`src/rtl/wm_pkg.sv`:
```
// Shared washing-machine definitions: controller state codes and default phase durations.
// Used by both the controller FSM and the phase timer.
package wm_pkg;

  // code | meaning
  // 0    | IDLE
  // 1    | FILL   (ends on sig_Full)
  // 2    | HEAT   (ends on sig_Temperature)
  // 3    | WASH   (ends on sig_Completed)
  // 4    | RINSE  (ends on sig_Completed)
  // 5    | SPIN   (ends on sig_Completed)
  // 6,7  | reserved, behave as IDLE
  typedef enum logic [2:0] {
    ST_IDLE  = 3'd0,
    ST_FILL  = 3'd1,
    ST_HEAT  = 3'd2,
    ST_WASH  = 3'd3,
    ST_RINSE = 3'd4,
    ST_SPIN  = 3'd5,
    ST_RSV6  = 3'd6,
    ST_RSV7  = 3'd7
  } wm_state_e;

  localparam int unsigned DEF_CNT_W        = 16;
  localparam int unsigned DEF_FILL_CYCLES  = 4;
  localparam int unsigned DEF_HEAT_CYCLES  = 3;
  localparam int unsigned DEF_WASH_CYCLES  = 8;
  localparam int unsigned DEF_RINSE_CYCLES = 6;
  localparam int unsigned DEF_SPIN_CYCLES  = 5;

  // Only FILL..SPIN accumulate time; IDLE and reserved codes keep the timer cleared.
  function automatic logic is_timed_phase(input logic [2:0] code);
    return (code >= 3'(ST_FILL)) && (code <= 3'(ST_SPIN));
  endfunction

endpackage

```
`src/rtl/wm_sat_counter.sv`:
```
// Saturating up-counter with synchronous clear / load-one / increment and async reset.
// Clear wins over load-one, which wins over increment; the count holds at all-ones.
module wm_sat_counter
  import wm_pkg::*;
#(
  parameter int CNT_W = DEF_CNT_W
) (
  input  logic             clock,
  input  logic             reset,
  input  logic             clear,
  input  logic             load_one,
  input  logic             incr,
  output logic [CNT_W-1:0] count
);

  always_ff @(posedge clock or posedge reset) begin
    if (reset) begin
      count <= '0;
    end else if (clear) begin
      count <= '0;
    end else if (load_one) begin
      count <= CNT_W'(1);
    end else if (incr && (count != '1)) begin
      count <= count + CNT_W'(1);
    end
  end

endmodule

```
`src/rtl/wm_phase_timer.sv`:
```
// Phase timer: counts edges spent continuously in the current controller state and
// raises the matching completion flag once that phase's programmed duration elapses.
module wm_phase_timer
  import wm_pkg::*;
#(
  parameter int          CNT_W        = DEF_CNT_W,
  parameter int unsigned FILL_CYCLES  = DEF_FILL_CYCLES,
  parameter int unsigned HEAT_CYCLES  = DEF_HEAT_CYCLES,
  parameter int unsigned WASH_CYCLES  = DEF_WASH_CYCLES,
  parameter int unsigned RINSE_CYCLES = DEF_RINSE_CYCLES,
  parameter int unsigned SPIN_CYCLES  = DEF_SPIN_CYCLES
) (
  input  logic       clock,
  input  logic       reset,
  input  logic [2:0] state,
  output logic       sig_Full,
  output logic       sig_Temperature,
  output logic       sig_Completed
);

  wm_state_e        state_q;
  logic [CNT_W-1:0] elapsed;
  logic             changed;
  logic             timed;
  logic [31:0]      elapsed_w;

  always_ff @(posedge clock or posedge reset) begin
    if (reset) begin
      state_q <= ST_IDLE;
    end else begin
      state_q <= wm_state_e'(state);
    end
  end

  assign changed = (state != 3'(state_q));
  assign timed   = is_timed_phase(state);

  // The edge that enters a phase is its first counted edge, hence load-one rather than clear.
  wm_sat_counter #(
    .CNT_W (CNT_W)
  ) u_elapsed (
    .clock    (clock),
    .reset    (reset),
    .clear    (!timed),
    .load_one (timed && changed),
    .incr     (timed && !changed),
    .count    (elapsed)
  );

  assign elapsed_w = 32'(elapsed);

  // Flags come from registered state only, so a mid-cycle input change cannot glitch them.
  always_comb begin
    sig_Full        = 1'b0;
    sig_Temperature = 1'b0;
    sig_Completed   = 1'b0;
    case (state_q)
      ST_FILL:  sig_Full        = (elapsed_w >= FILL_CYCLES);
      ST_HEAT:  sig_Temperature = (elapsed_w >= HEAT_CYCLES);
      ST_WASH:  sig_Completed   = (elapsed_w >= WASH_CYCLES);
      ST_RINSE: sig_Completed   = (elapsed_w >= RINSE_CYCLES);
      ST_SPIN:  sig_Completed   = (elapsed_w >= SPIN_CYCLES);
      default: ;
    endcase
  end

endmodule

```
`config.mk`:
```
export PLATFORM = sky130hd
export DESIGN_NAME = wm_phase_timer
export DESIGN_NICKNAME = d
export VERILOG_FILES = /design/src/rtl/wm_pkg.sv /design/src/rtl/wm_sat_counter.sv /design/src/rtl/wm_phase_timer.sv
export SDC_FILE = /design/constraint.sdc
export NUM_CORES = 1
export LEC_CHECK = 0
export ABC_AREA = 1
export ABC_CLOCK_PERIOD_IN_PS = 2100
export CAP_MARGIN = 20
export CORE_ASPECT_RATIO = 1.1
export CORE_MARGIN = 3
export CORE_UTILIZATION = 55
export DETAILED_ROUTE_END_ITERATION = 8
export PLACE_DENSITY = 0.74
export SYNTH_ARGS = -nofsm -noshare
export SYNTH_HDL_FRONTEND = slang
export SYNTH_SLANG_ARGS = --single-unit
```
`constraint.sdc`:
```
create_clock -name clock -period 2.1 [get_ports clock]
set_input_delay 0.315 -clock clock [delete_from_list [all_inputs] [get_ports clock]]
set_output_delay 0.315 -clock clock [all_outputs]
set_load 0.01 [all_outputs]
```
==> impl.org, run 1 <==
** Status
- The flow ran to the end, and the final reports show no timing, DRC or antenna violations.

** Place
- In this run the cell area measured after placement is 1489 sq um.
- Number of buffer cells added on primary ports :: 7
- Summed over all nets, the half-perimeter wirelength after detailed placement is 2.374 mm.
- After detailed placement, the design holds a cell count of 246.
- Routability-driven placement finished with a final weighted congestion of 0.8728.

** Global route
- Entering global routing, the biggest net connects 20 pins.
- The first global-routing pass estimated 5.478 mm of wire.
- GR Util All Layers :: 23.12%
- Vias in the first global route :: 1265
- Number of antenna violations at the first check in global routing :: 0
- Overflow left after global routing :: 0

** Floorplan
- Die H :: 58.54 microns
- The die is 53.76 microns wide.
- Number of placement rows :: 18
- Top-Level Pins :: 8
- Starting utilization of the core area :: 59.49%
- Core outline area :: 2320 sq um
- The die covers 3147 sq um.

** Power and ir drop
- Clock group share of total power :: 29.5%
- Psw :: 167.1 uW
- Reg power frac :: 58.9%
- Combinational cells account for 11.7% of the total power.
- Overall power consumption after layout is estimated at 639.9 uW.
- The analysis attributes to cell leakage a power of 0.0008194 uW.
- Power per Cell Area :: 418.9 nW/um^2
- Net switching is 26.12% of the power.
- IR analysis of the VDD net gives a maximum drop of 0.0003275 V.
- Internal Power :: 472.8 uW

** Yosys
- Largest family of logic cells by synthesized area :: simple AND/OR/NAND/NOR gates
- Of the total synthesized cell area, the portion taken by XOR and XNOR cells is 1.904%.
- Average size of a mapped cell :: 6.667 sq um
- The synthesized netlist occupies a cell area of 1380 sq um.
- After Yosys synthesis, and, or, nand and nor cells account for 45.15% of the synthesized area.
- For this run, the number of Yosys warnings is 0.
- Adder-cell area share of the yosys netlist :: 2.720%
- Sorting the synthesized cells by area gives the leading types as sky130_fd_sc_hd__dfrtp_1, sky130_fd_sc_hd__nand2_1, sky130_fd_sc_hd__inv_1, sky130_fd_sc_hd__nand4_1, sky130_fd_sc_hd__nand3_1.
- Synthesis inferred 19 register bits.
- The synthesized design spends more area on one cell type than any other, namely sky130_fd_sc_hd__dfrtp_1.
- Measured against the total synthesized area, the mux share comes to 0%.
- Number of nets produced by synthesis :: 215
- After technology mapping, the gate count stands at 207.
- Summing the areas of all compound-gate instances in the mapped netlist gives 3.083% of the synthesized area.
- After synthesis, the netlist uses 20 different library cells.
- Part of the Yosys area used for sequential elements :: 34.45%
- Area share of the largest cell type after synthesis :: 34.45%

** Route
- The detailed router placed 1377 vias in this run.
- After detailed routing, the number of remaining DRC violations is 0.
- Top layer reached by signal wires :: met4
- First-pass detailed-route iteration total :: 4
- Met2 Routed Length :: 1.513 mm
- After detailed routing, the average wire length per cell comes to 12.65 microns.
- The count of nets left with antenna violations once routing finished came out at 0.
- Detailed routing placed a total of 212 microns of wire on met3.
- Sum of routed wire segments on met1 :: 1.356 mm
- Using the TritonRoute via totals, the vias-per-cell ratio works out to 5.464.
- Iter 0 DRT Violations :: 47
- After detailed routing, the total wire length is 3.188 mm.

** Critical path
- Setup CP Type :: reg -> out
- Data arrival time at the worst-slack endpoint :: 1620 ps
- Type of element launching the critical path :: flop
- Reg-to-reg startpoint :: u_elapsed.count[0]$_DFFE_PP0P_
- Highest net fanout along the worst path :: 6
- Logic depth of the worst register-to-register path :: 9
- Endpoint kind of the worst setup timing path :: output port
- Critical Path Start :: u_elapsed.count[0]$_DFFE_PP0P_
- Required time reported for the critical path endpoint :: 1780 ps

** Worst hold path
- The tightest min-delay check is of the in -> async type.

** STA
- Max transition margin :: 65.21%
- Final setup violation count :: 0
- Period Utilization, post-route :: 92.04%
- Setup Skew :: 4.784 ps
- Transition time of the tightest slew-check pin :: 517.9 ps
- In the final timing run, aggregate negative setup slack is 0 ps.
- Highest attainable clock frequency :: 517.4 MHz
- Counting I/O delays and the setup requirement, the final critical path takes 1933 ps.
- The final number of hold-violating endpoints came to 0.
- RSZ-0062 raised after global routing :: false
- The final max-slew violation count came to 0.

** Final layout
- Flip-flop and latch area :: 475.5 sq um
- Top library cells by usage in the layout, fill and taps aside :: sky130_fd_sc_hd__nand2_1, sky130_fd_sc_hd__inv_1, sky130_fd_sc_hd__nand3_1
- Fill cells in the final layout number 208.
- Nets :: 231
- Summing all multi-input logic gate instances after layout gives 734.5 sq um.
- From synthesis to final layout, the design area changed by 10.70%.
- The library cell used most frequently in the layout, excluding fill and tap cells, is sky130_fd_sc_hd__nand2_1.
- Number of inserted diodes :: 0
- Fin area :: 1528 sq um
- Fraction of layout instances using a drive strength above 1 :: 10.36%
- After the flow finishes, the layout carries non-filler instances totaling 252.

** Clock tree
- Total CTS buffers :: 3
- CTS built an H-tree with a depth of 1.
- The tree is rooted in a sky130_fd_sc_hd__clkbuf_4.
- Number of buffers on the longest clock path :: 2
- Clock slew at reported path FFs :: 110 ps
- TritonCTS clock tree :: built
- Hold repair after CTS inserted 0 buffers.
- Source-to-sink clock delay at the later pin of the worst-skew pair :: 290 ps
- Clk sink count :: 19

** Flow run
- Max-cap violations :: 0
==> power by group through the flow <==
stage | registers (uW) | logic (uW) | clock network [uW]
floorplan | 385 | 46.7 | 0
global placement | 384 | 71.2 | 0
detailed placement | 385 | 72.9 | 0
CTS | 377 | 74.9 | 193
global route | 378 | 83.8 | 213
finish | 377 | 74.6 | 188
==> per-stage QoR <==
step	worst slack, ps	util (%)	hold WS, ps
3_3_place_gp	192.1	64.19	583.6
5_1_grt	67.88	65.86	362.3
2_1_floorplan	685.3	-	266.1
4_1_cts	72.85	65.70	349.2
6_report	167.2	65.86	340.6
3_5_place_dp	176.5	64.19	598.2
==> cells by family (layout without fill, tap and decap cells) <==
family,count (synthesis),in the layout
simple gates,134,134
xor+xnor,3,3
buf+inv,40,55
fa+ha+maj,3,3
flops,19,19
compound gates,8,8
==> per-layer routing <==
| metal | global-route usage [%] | up-vias |
|---|---|---|
| met4 | 10.22 | 0 |
| met1 | 31.71 | 614 |
| li1 | - | 694 |
| met5 | 0 | - |
| met2 | 35.81 | 57 |
| met3 | 3.291 | 12 |
==> worst max-delay path: stages, from the launching register on <==
cell and delay [ps]:
sky130_fd_sc_hd__dfrtp_1 410, sky130_fd_sc_hd__buf_4 160, sky130_fd_sc_hd__ha_1 220, sky130_fd_sc_hd__nor2_1 140, sky130_fd_sc_hd__a31oi_1 90, sky130_fd_sc_hd__dlygate4sd2_1 290
==> cells in the mapped netlist <==
cell,number
sky130_fd_sc_hd__clkbuf_8,1
sky130_fd_sc_hd__o21ai_0,6
sky130_fd_sc_hd__and3_2,1
sky130_fd_sc_hd__nor2_4,2
sky130_fd_sc_hd__nor2_2,3
sky130_fd_sc_hd__inv_1,37
sky130_fd_sc_hd__nand3_2,1
sky130_fd_sc_hd__dfrtp_1,19
sky130_fd_sc_hd__nor2_1,21
sky130_fd_sc_hd__nor3_1,4
sky130_fd_sc_hd__a31oi_1,2
sky130_fd_sc_hd__nand2_1,61
sky130_fd_sc_hd__xnor2_1,2
sky130_fd_sc_hd__ha_1,3
sky130_fd_sc_hd__nand4_1,17
sky130_fd_sc_hd__nand4_2,1
sky130_fd_sc_hd__nand3_1,21
sky130_fd_sc_hd__xor2_1,1
sky130_fd_sc_hd__nand2_2,2
sky130_fd_sc_hd__buf_6,2
==> timing repair <==
item,CTS,global route
gates resized for setup,5,2
pin swaps,1,2
endpoints found under the setup margin,3,1
hold endpoints to repair,0,0
setup buffers,1,1
==> sequential cells by signal, summed over array words and instances (netlist names) <==
name and flops:
state_q 3, u_elapsed.count 16
==> final cells by class <==
type	instances	share of cell area [%]
multi-input combinational	148	48.08
clock buffer	4	1.720
inverter	37	9.091
timing repair buffer	14	7.535
tap	30	2.457
sequential	19	31.12
==> worst paths after layout <==
path                       slack (ps)                               to
min in group clock                520             state_q[0]$_DFF_PP0_
setup / recovery                  170                  sig_Temperature
hold reg to reg                   610   u_elapsed.count[4]$_DFFE_PP0P_
max in group asynchronous        1550  u_elapsed.count[15]$_DFFE_PP0P_
hold / removal                    340   u_elapsed.count[1]$_DFFE_PP0P_
setup reg to reg                  290   u_elapsed.count[0]$_DFFE_PP0P_
Power figures use the tool's default switching activity.
==> inputs of run 2 (changes only) <==
--- a/config.mk
+++ b/config.mk
@@ -9,7 +9,7 @@
 export ABC_CLOCK_PERIOD_IN_PS = 2100
 export CAP_MARGIN = 20
 export CORE_ASPECT_RATIO = 1.1
-export CORE_MARGIN = 3
+export CORE_MARGIN = 2
 export CORE_UTILIZATION = 55
 export DETAILED_ROUTE_END_ITERATION = 8
 export PLACE_DENSITY = 0.74
==> run 2 against run 1 <==
Effect of this change: sequential share of layout area down 0.72 points; global-route usage up 3.8 points; sequential power about the same; critical path type unchanged; register-to-register slack worse by 30 ps; combinational power up 2%; highest routed layer unchanged; total power up 1.6%; worst hold slack worse by 23 ps; critical path depth up 1; sequential cell count unchanged.
==> impl.org, run 2 (synthesis results as in run 1) <==
** Clock tree
- The clock latency of the later-clocked register in the worst-skew pair came to 310 ps (+20 ps).
- TritonCTS built the clock tree.
- The maximum number of buffers from clock root to sink was 2 (unchanged).
- Clock slew at reported path FFs :: 120 ps (about the same)
- Root buffer cell :: sky130_fd_sc_hd__clkbuf_4
- Clk sink count :: 19 (unchanged)
- Total CTS buffers :: 3 (unchanged)
- Count of hold-fix buffers inserted at cts :: 0 (unchanged)
- CTS H-tree lvls :: 1 (unchanged)

** Route
- Number of nets with antenna violations after detailed routing :: 0 (unchanged)
- Iter 0 DRT Violations :: 42 (-11%)
- The detailed-routing iteration count for the pre-antenna-repair pass came to 4 (unchanged).
- Routed length on met3 :: 79 microns (-63%)
- Final routed wire length divided by cell count :: 13.11 microns (+3.7%)
- The final wirelength is 3.370 mm (+5.7%).
- The detailed-routing wirelength on met1 is 1.470 mm (+8.4%).
- Via count normalized by instance count :: 5.377 (-1.6%)
- The residual DRC count came to 0 (unchanged).
- Top layer reached by signal wires :: met4
- Met2 Routed Length :: 1.733 mm (+15%)
- The total vias in the final route came to 1382 (+0.36%).

** Final layout
- Biggest regs :: u_elapsed.count: 16 flops, state_q: 3 flops
- Nets :: 235 (+1.7%)
- The number of flip-flops under the largest register name was 16 (unchanged).
- Number of inserted diodes :: 0 (unchanged)
- Top library cells by usage in the layout, fill and taps aside :: sky130_fd_sc_hd__nand2_1, sky130_fd_sc_hd__inv_1, sky130_fd_sc_hd__nand3_1
- More flip-flops sit in one register than any other, and that register is u_elapsed.count.
- Non-filler cells, final :: 257 (+2.0%)
- Leaving out fill and tap cells, the most frequent cell in the layout is sky130_fd_sc_hd__nand2_1.
- The area of combinational cells with multiple inputs is 739.5 sq um (+0.68%).
- The total area of sequential cells was 475.5 sq um (unchanged).
- The filler cell count in the final layout came to 217 (+4.3%).
- Fin area :: 1564 sq um (+2.4%)
- Signed area change from the synthesized netlist to the final layout :: 13.33%
- Fraction of layout instances using a drive strength above 1 :: 12.39% (+2.0 points)

** Critical path
- The setup slack of the most critical reg-to-reg path was 260 ps (-30 ps).
- Endpoint kind of the worst setup timing path :: output port
- In this run the critical register-to-register path is launched from u_elapsed.count[0]$_DFFE_PP0P_.
- The slowest stage of the critical path is the sky130_fd_sc_hd__dfrtp_1 cell.
- Required time reported for the critical path endpoint :: 1780 ps (about the same)
- The worst register-to-register path ends at u_elapsed.count[0]$_DFFE_PP0P_.
- The worst setup path is launched from a flop.
- The arrival time reported for the critical path endpoint was 1650 ps (+30 ps).
- Highest net fanout along the worst path :: 4 (-2)
- Setup CP Type :: reg -> out
- The biggest cell delay along the critical path is 400 ps (about the same).
- Logic depth of the worst register-to-register path :: 9 (unchanged)
- The signal on the critical path passes through inv_1 > nand4_1 > nor2_2 > buf_4 > a31oi_1 > dlygate4sd2_1.

** Floorplan
- The count of standard-cell rows is 19 (+1).
- The chip width is 51.76 microns (-3.7%).
- The boundary pin count came to 8 (unchanged).
- The die outline area came to 2926 sq um (-7.0%).
- The standard cell core area is 2449 sq um (+5.6%).
- The height of the die is 56.54 microns (-3.4%).
- Starting utilization of the core area :: 56.36% (-3.1 points)

** STA
- Final setup violation count :: 0 (unchanged)
- Final Hold Viols :: 0 (unchanged)
- Min Tclk post-route :: 1962 ps (+29.04 ps)
- Slack of the critical path :: 138.2 ps (-29.04 ps)
- Transition time of the tightest slew-check pin :: 513.7 ps (-4.126 ps)
- The sum of negative setup slack is 0 ps (unchanged).
- The relative slew slack is 65.49% (+0.28 points).
- The achievable frequency is 509.7 MHz (-1.5%).
- Setup Skew :: 10.67 ps (+5.887 ps)
- Setup repair after global routing left no endpoint under its margin.
- The final max-slew violation count came to 0 (unchanged).
- Period Utilization, post-route :: 93.42% (+1.4 points)

** Global route
- Number of antenna violations at the first check in global routing :: 0 (unchanged)
- GR Util All Layers :: 26.97% (+3.8 points)
- Largest net degree at the start of global routing :: 20 (unchanged)
- Overflow left after global routing :: 0 (unchanged)
- The first-pass GRT wire length was 5.920 mm (+8.1%).
- Vias in the first global route :: 1392 (+10%)

** Place
- The placed wire-length estimate after detailed placement came to 2.519 mm (+6.1%).
- Global placer's final weighted congestion :: 0.9332 (+6.9%)
- The number of placed instances with taps included is 247 (+0.41%).
- DP Area :: 1490 sq um (about the same)
- Number of buffer cells added on primary ports :: 7 (unchanged)
- The worst slack after detailed placement was 153.5 ps (-23.06 ps).

** Worst hold path
- Path class of the lowest-slack min-delay path :: in -> async

** Power and ir drop
- Leakage :: 0.0008414 uW (+2.7%)
- The cell area power density was 415.5 nW/um^2 (-0.80%).
- The worst-case vdd ir drop is 0.0003985 V (+22%).

** Flow run
- The reported max-cap violation count came to 0 (unchanged).

** Status
- Outcome :: complete, no violations
[run 2: timing repair]
item / in CTS / in global routing
endpoints found under the setup margin: 3 / 2
buffers inserted: 4 / 2
hold endpoints to repair: 0 / 0
gates resized for setup: 6 / 4
pin swaps: 1 / 2
[run 2: worst max-delay path, delay by kind of cell (launching register included)]
| family | cells | cell delay (ps) |
|---|---|---|
| AO/OA/AOI/OAI | 1 | 70 |
| flip-flops | 1 | 400 |
| buffers and inverters | 3 | 490 |
| AND/OR/NAND/NOR | 2 | 360 |
[run 2: metrics by stage]
step	utilization, %	hold slack [ps]	power (uW)
CTS	63.41	325.3	655.9
global route	63.87	334.1	684.1
floorplan	-	266.1	432.0
detailed placement	60.86	589.2	459.0
global placement	60.86	586.2	457.3
finish	63.87	317.8	649.9
[run 2: worst max path at each step]
stage                     slack (ps)               to                            start  cells past startpoint
final                            140  sig_Temperature   u_elapsed.count[4]$_DFFE_PP0P_                      6
after global routing              40  sig_Temperature   u_elapsed.count[7]$_DFFE_PP0P_                      6
after CTS                         10    sig_Completed   u_elapsed.count[5]$_DFFE_PP0P_                      8
after detailed placement         150    sig_Completed  u_elapsed.count[11]$_DFFE_PP0P_                      7
after global placement           190    sig_Completed   u_elapsed.count[1]$_DFFE_PP0P_                      8
after floorplan                  690    sig_Completed   u_elapsed.count[0]$_DFFE_PP0P_                      7
[run 2: report_power, final]
group          switching, uW  internal [uW]  total [uW]
sequential              6.09            371         377
clock                    122           74.3         196
combinational           48.0           27.9        75.9
[run 2: routing by layer]
metal  track usage, %  vias to the layer above
met5                0                        -
met4            13.91                        0
met3            3.723                        9
met1            32.87                      646
li1                 -                      700
met2            45.42                       27
[run 2: final cells by class]
| type | instances | share of cell area, % |
|---|---|---|
| multi-input cells | 148 | 47.28 |
| repair buffers | 18 | 9.280 |
| well taps | 31 | 2.480 |
| inverters | 37 | 8.880 |
| flip-flops and latches | 19 | 30.40 |
| clock buffers | 4 | 1.680 |
==> inputs of run 3 (changes only) <==
--- a/config.mk
+++ b/config.mk
@@ -5,14 +5,13 @@
 export SDC_FILE = /design/constraint.sdc
 export NUM_CORES = 1
 export LEC_CHECK = 0
-export ABC_AREA = 1
 export ABC_CLOCK_PERIOD_IN_PS = 2100
 export CAP_MARGIN = 20
 export CORE_ASPECT_RATIO = 1.1
 export CORE_MARGIN = 2
 export CORE_UTILIZATION = 55
 export DETAILED_ROUTE_END_ITERATION = 8
-export PLACE_DENSITY = 0.74
+export PLACE_DENSITY = 0.75
 export SYNTH_ARGS = -nofsm -noshare
 export SYNTH_HDL_FRONTEND = slang
 export SYNTH_SLANG_ARGS = --single-unit
==> constraint.sdc (replaced) <==
create_clock -name clock -period 2.1 [get_ports clock]
set_input_delay 0.525 -clock clock [delete_from_list [all_inputs] [get_ports clock]]
set_output_delay 0.525 -clock clock [all_outputs]
set_load 0.01 [all_outputs]
==> run 3 against run 2 <==
Effect of this change: the run now ends with setup timing left; clock-buffer cell count is 1 lower; via count is 2.1% lower; clock skew is 6.2 ps lower; worst hold slack better by 210 ps; final cell count is 14% lower; die area is 2.7% lower; first-iteration DRC count is 24% higher; synthesized cell count is 33% lower; critical endpoint is now sig_Completed; highest routed layer unchanged.
==> impl.org, run 3 <==
** Floorplan
- Starting utilization of the core area :: 58.91% (+2.5 points)
- Die H :: 55.77 microns (-1.4%)
- The chip width came to 51.07 microns (-1.3%).
- The boundary pin count was 8 (unchanged).
- The count of standard-cell rows is 18 (-1).
- The die outline area was 2848 sq um (-2.7%).
- Core outline area :: 2275 sq um (-7.1%)

** Final layout
- Number of flip-flops under the largest register name :: 16 (unchanged)
- Signed area change from the synthesized netlist to the final layout :: 34.08%
- More flip-flops sit in one register than any other, and that register is u_elapsed.count.
- The cell area after layout came to 1797 sq um (+15%).
- The post-route non-filler standard cell count was 221 (-14%).
- The number of antenna repair diodes is 0 (unchanged).
- The library cell used most frequently in the layout, excluding fill and tap cells, is sky130_fd_sc_hd__buf_4.
- The proportion of layout cells with a drive suffix above 1 was 39.27% (+27 points).
- Top library cells by usage in the layout, fill and taps aside :: sky130_fd_sc_hd__buf_4, sky130_fd_sc_hd__dfrtp_1, sky130_fd_sc_hd__a21oi_1
- Nets :: 200 (-15%)
- In the final layout, the registers with the most flip-flops are u_elapsed.count: 16 flops, state_q: 3 flops.

** Place
- Post-detail-place hpwl :: 2.654 mm (+5.4%)
- The instance area after placement was 1725 sq um (+16%).
- The final weighted congestion of routability-driven global placement came to 0.8472 (-9.2%).
- Pre-CTS WS :: -301.2 ps (-454.6 ps)
- Inst Count DP :: 213 (-14%)
- The count of input and output buffers is 7 (unchanged).

** Route
- The detailed-routing iteration count for the pre-antenna-repair pass is 4 (unchanged).
- Final routed wire length divided by cell count :: 15.74 microns (+20%)
- The final wirelength was 3.478 mm (+3.2%).
- Post-detailed-route DRC marker count :: 0 (unchanged)
- The total vias in the final route came to 1353 (-2.1%).
- Iter 0 DRT Violations :: 52 (+24%)
- Via count normalized by instance count :: 6.122 (+14%)
- Number of nets with antenna violations after detailed routing :: 0 (unchanged)

** Global route
- Number of antenna violations at the first check in global routing :: 0 (unchanged)
- The aggregate global-route resource usage came to 27.22% (+0.25 points).
- Overflow left after global routing :: 0 (unchanged)
- Vias in the first global route :: 1367 (-1.8%)
- The maximum number of pins on one net before global-route repair came to 20 (unchanged).
- The first-pass GRT wire length is 6.009 mm (+1.5%).

** Yosys
- The complex-gate fraction of the synthesized area came to 19.14% (+16 points).
- The post-synth design cell area came to 1340 sq um (-2.9%).
- Number of nets produced by synthesis :: 146 (-32%)
- The portion of synthesized cell area occupied by the leading cell type came to 35.48% (+1.0 points).
- The post-synthesis cell type count was 46 (+130%).
- Adder-cell area share of the yosys netlist :: 2.801% (+0.081 points)
- Count of warnings emitted by yosys :: 0 (unchanged)
- Post-synth top cells :: sky130_fd_sc_hd__dfrtp_1, sky130_fd_sc_hd__a21oi_1, sky130_fd_sc_hd__nor2_1
- The flip-flop and latch count after synthesis was 19 (unchanged).
- Average size of a mapped cell :: 9.710 sq um (+46%)
- Most used standard cell by instance count after synthesis :: sky130_fd_sc_hd__dfrtp_1
- The biggest area contributor in the post-synthesis netlist is sky130_fd_sc_hd__dfrtp_1.
- The multiplexer fraction of the synthesized cell area is 2.614% (+2.6 points).
- The number of instances in the synthesized netlist is 138 (-33%).
- Fraction of the mapped netlist area in simple logic gates :: 33.24% (-12 points)
- Synthesized-area fraction occupied by xor and xnor cells :: 1.961% (+0.057 points)
- The sequential-to-total area share from yosys stat was 35.48% (+1.0 points).
- Ranked by total cell area, the synthesized netlist is headed by sky130_fd_sc_hd__dfrtp_1, sky130_fd_sc_hd__a21oi_1, sky130_fd_sc_hd__and3_1, sky130_fd_sc_hd__nor4_4, sky130_fd_sc_hd__ha_1.
- Among all flip-flop cells after synthesis, the most frequent one is sky130_fd_sc_hd__dfrtp_1.
- The share of synthesized registers carrying an async set or reset was 100.0% (unchanged).
- After synthesis, the largest family of logic cells by area is simple AND/OR/NAND/NOR gates.
- The number of enable flip-flop cells after synthesis came to 0 (unchanged).

** Clock tree
- The clock latency of the later-clocked register in the worst-skew pair came to 300 ps (about the same).
- The clock-pin slew on the worst setup and hold paths was 110 ps (about the same).
- TritonCTS built the clock tree.
- The number of CTS-inserted buffers came to 3 (unchanged).
- Root buffer cell :: sky130_fd_sc_hd__clkbuf_4
- The maximum number of buffers from clock root to sink is 2 (unchanged).
- CTS H-tree lvls :: 1 (unchanged)
- Clk sink count :: 19 (unchanged)

** Critical path
- The worst reg2reg path depth was 7 (-2).
- In this run the critical register-to-register path is launched from u_elapsed.count[0]$_DFFE_PP0P_.
- Reg2Reg Setup Slack :: 90 ps (-170 ps)
- Setup CP Type :: reg -> out
- Type of element launching the critical path :: flop
- The worst register-to-register path ends at u_elapsed.count[3]$_DFFE_PP0P_.
- Required time reported for the critical path endpoint :: 1570 ps (-210 ps)
- STA classifies the critical path endpoint as an output port.
- The highest net fanout along the worst path came to 3 (-1).
- The arrival time reported for the critical path endpoint is 1870 ps (+220 ps).

** STA
- Final Hold Viols :: 0 (unchanged)
- Min Tclk post-route :: 2391 ps (+429.3 ps)
- Setup total negative slack :: -786.5 ps (-786.5 ps)
- Period Utilization, post-route :: 113.9% (+20 points)
- RSZ-0062 raised after global routing :: true
- Slack of the critical path :: -291.1 ps (-429.3 ps)
- The final setup violation count was 3 (+3).
- Highest attainable clock frequency :: 418.2 MHz (-18%)
- Count of pins over their slew limit :: 0 (unchanged)
- Max transition margin :: 63.28% (-2.2 points)
- The slew of the pin with the lowest slew margin is 546.6 ps (+32.84 ps).
- The clock tree skew after final layout came to 4.437 ps (-6.234 ps).

** Worst hold path
- The tightest min-delay check is of the in -> async type.

** Power and ir drop
- The worst-case vdd ir drop came to 0.0002894 V (-27%).
- The cell area power density is 376.8 nW/um^2 (-9.3%).
- Leakage :: 0.0008043 uW (-4.4%)
- Overall power of the completed layout :: 677.0 uW (+4.2%)

** Status
- Outcome :: finished with violations
- The checks that failed: setup timing.

** Flow run
- Max-cap violations :: 0 (unchanged)
==> run 3: layer usage <==
| layer | vias to the layer above | global-route usage [%] | part of all wire (%) |
|---|---|---|---|
| met4 | 0 | 10.81 | 1.6 |
| met2 | 36 | 49.17 | 54 |
| met3 | 9 | 3.763 | 2.9 |
| met5 | - | 0 | 0 |
| met1 | 664 | 31.44 | 42 |
| li1 | 644 | - | - |
==> run 3: logic make-up (layout without fill, tap and decap cells) <==
logic type               after synthesis  after routing
AO/OA/AOI/OAI                         37             37
XOR/XNOR                               3              3
adder cells (fa/ha/maj)                3              3
buffers and inverters                 11             64
flip-flops                            19             19
multiplexers                           3              3
AND/OR/NAND/NOR                       62             62
==> run 3: worst max path at each step <==
stage | start | end | slack [ps] | cells after the start
after floorplan | state_q[2]$_DFF_PP0_ | sig_Completed | 90 | 4
after global placement | u_elapsed.count[3]$_DFFE_PP0P_ | sig_Completed | -270 | 4
after detailed placement | u_elapsed.count[3]$_DFFE_PP0P_ | sig_Completed | -300 | 4
after CTS | u_elapsed.count[5]$_DFFE_PP0P_ | sig_Completed | -250 | 7
after global routing | u_elapsed.count[6]$_DFFE_PP0P_ | sig_Completed | -350 | 7
final | u_elapsed.count[6]$_DFFE_PP0P_ | sig_Completed | -290 | 7
==> run 3: repair_timing <==
action	CTS	global route
hold buffers	0	0
pin swaps	4	2
gates resized for setup	13	4
buffers inserted	3	1
endpoints found under the setup margin	3	3
==> run 3: area by class of cell <==
| cell class | count | area [sq um] |
|---|---|---|
| Fill cell | 149 | 478.0 |
| Sequential cell | 19 | 475.5 |
| Tap cell | 30 | 37.54 |
| Clock inverter | 1 | 5.005 |
| Timing Repair Buffer | 53 | 404.1 |
| Inverter | 7 | 26.28 |
| Multi-Input combinational cell | 108 | 825.8 |
| Clock buffer | 3 | 22.52 |
==> run 3: power by group <==
group	total, uW	leakage, uW	switching, uW	internal (uW)
sequential	376	0.000256	5.02	371
combinational	112	0.000531	52.8	59.5
clock	188	0.0000177	117	71.1
total	677	0.000804	175	502
==> run 3: worst max-delay path: stages (launching register included) <==
cell and delay, ps:
sky130_fd_sc_hd__dfrtp_1 390, sky130_fd_sc_hd__nor4_1 310, sky130_fd_sc_hd__buf_4 170, sky130_fd_sc_hd__nand4_1 140
sky130_fd_sc_hd__buf_6 180, sky130_fd_sc_hd__a31oi_4 130, sky130_fd_sc_hd__o32ai_1 90, sky130_fd_sc_hd__buf_2 150
==> run 3: stage by stage <==
step / utilization, % / hold WS (ps)
floorplan: - / 476.1
global placement: 75.85 / 567.1
detailed placement: 75.85 / 588.6
CTS: 77.67 / 534.6
global route: 78.99 / 602.7
finish: 78.99 / 529.5
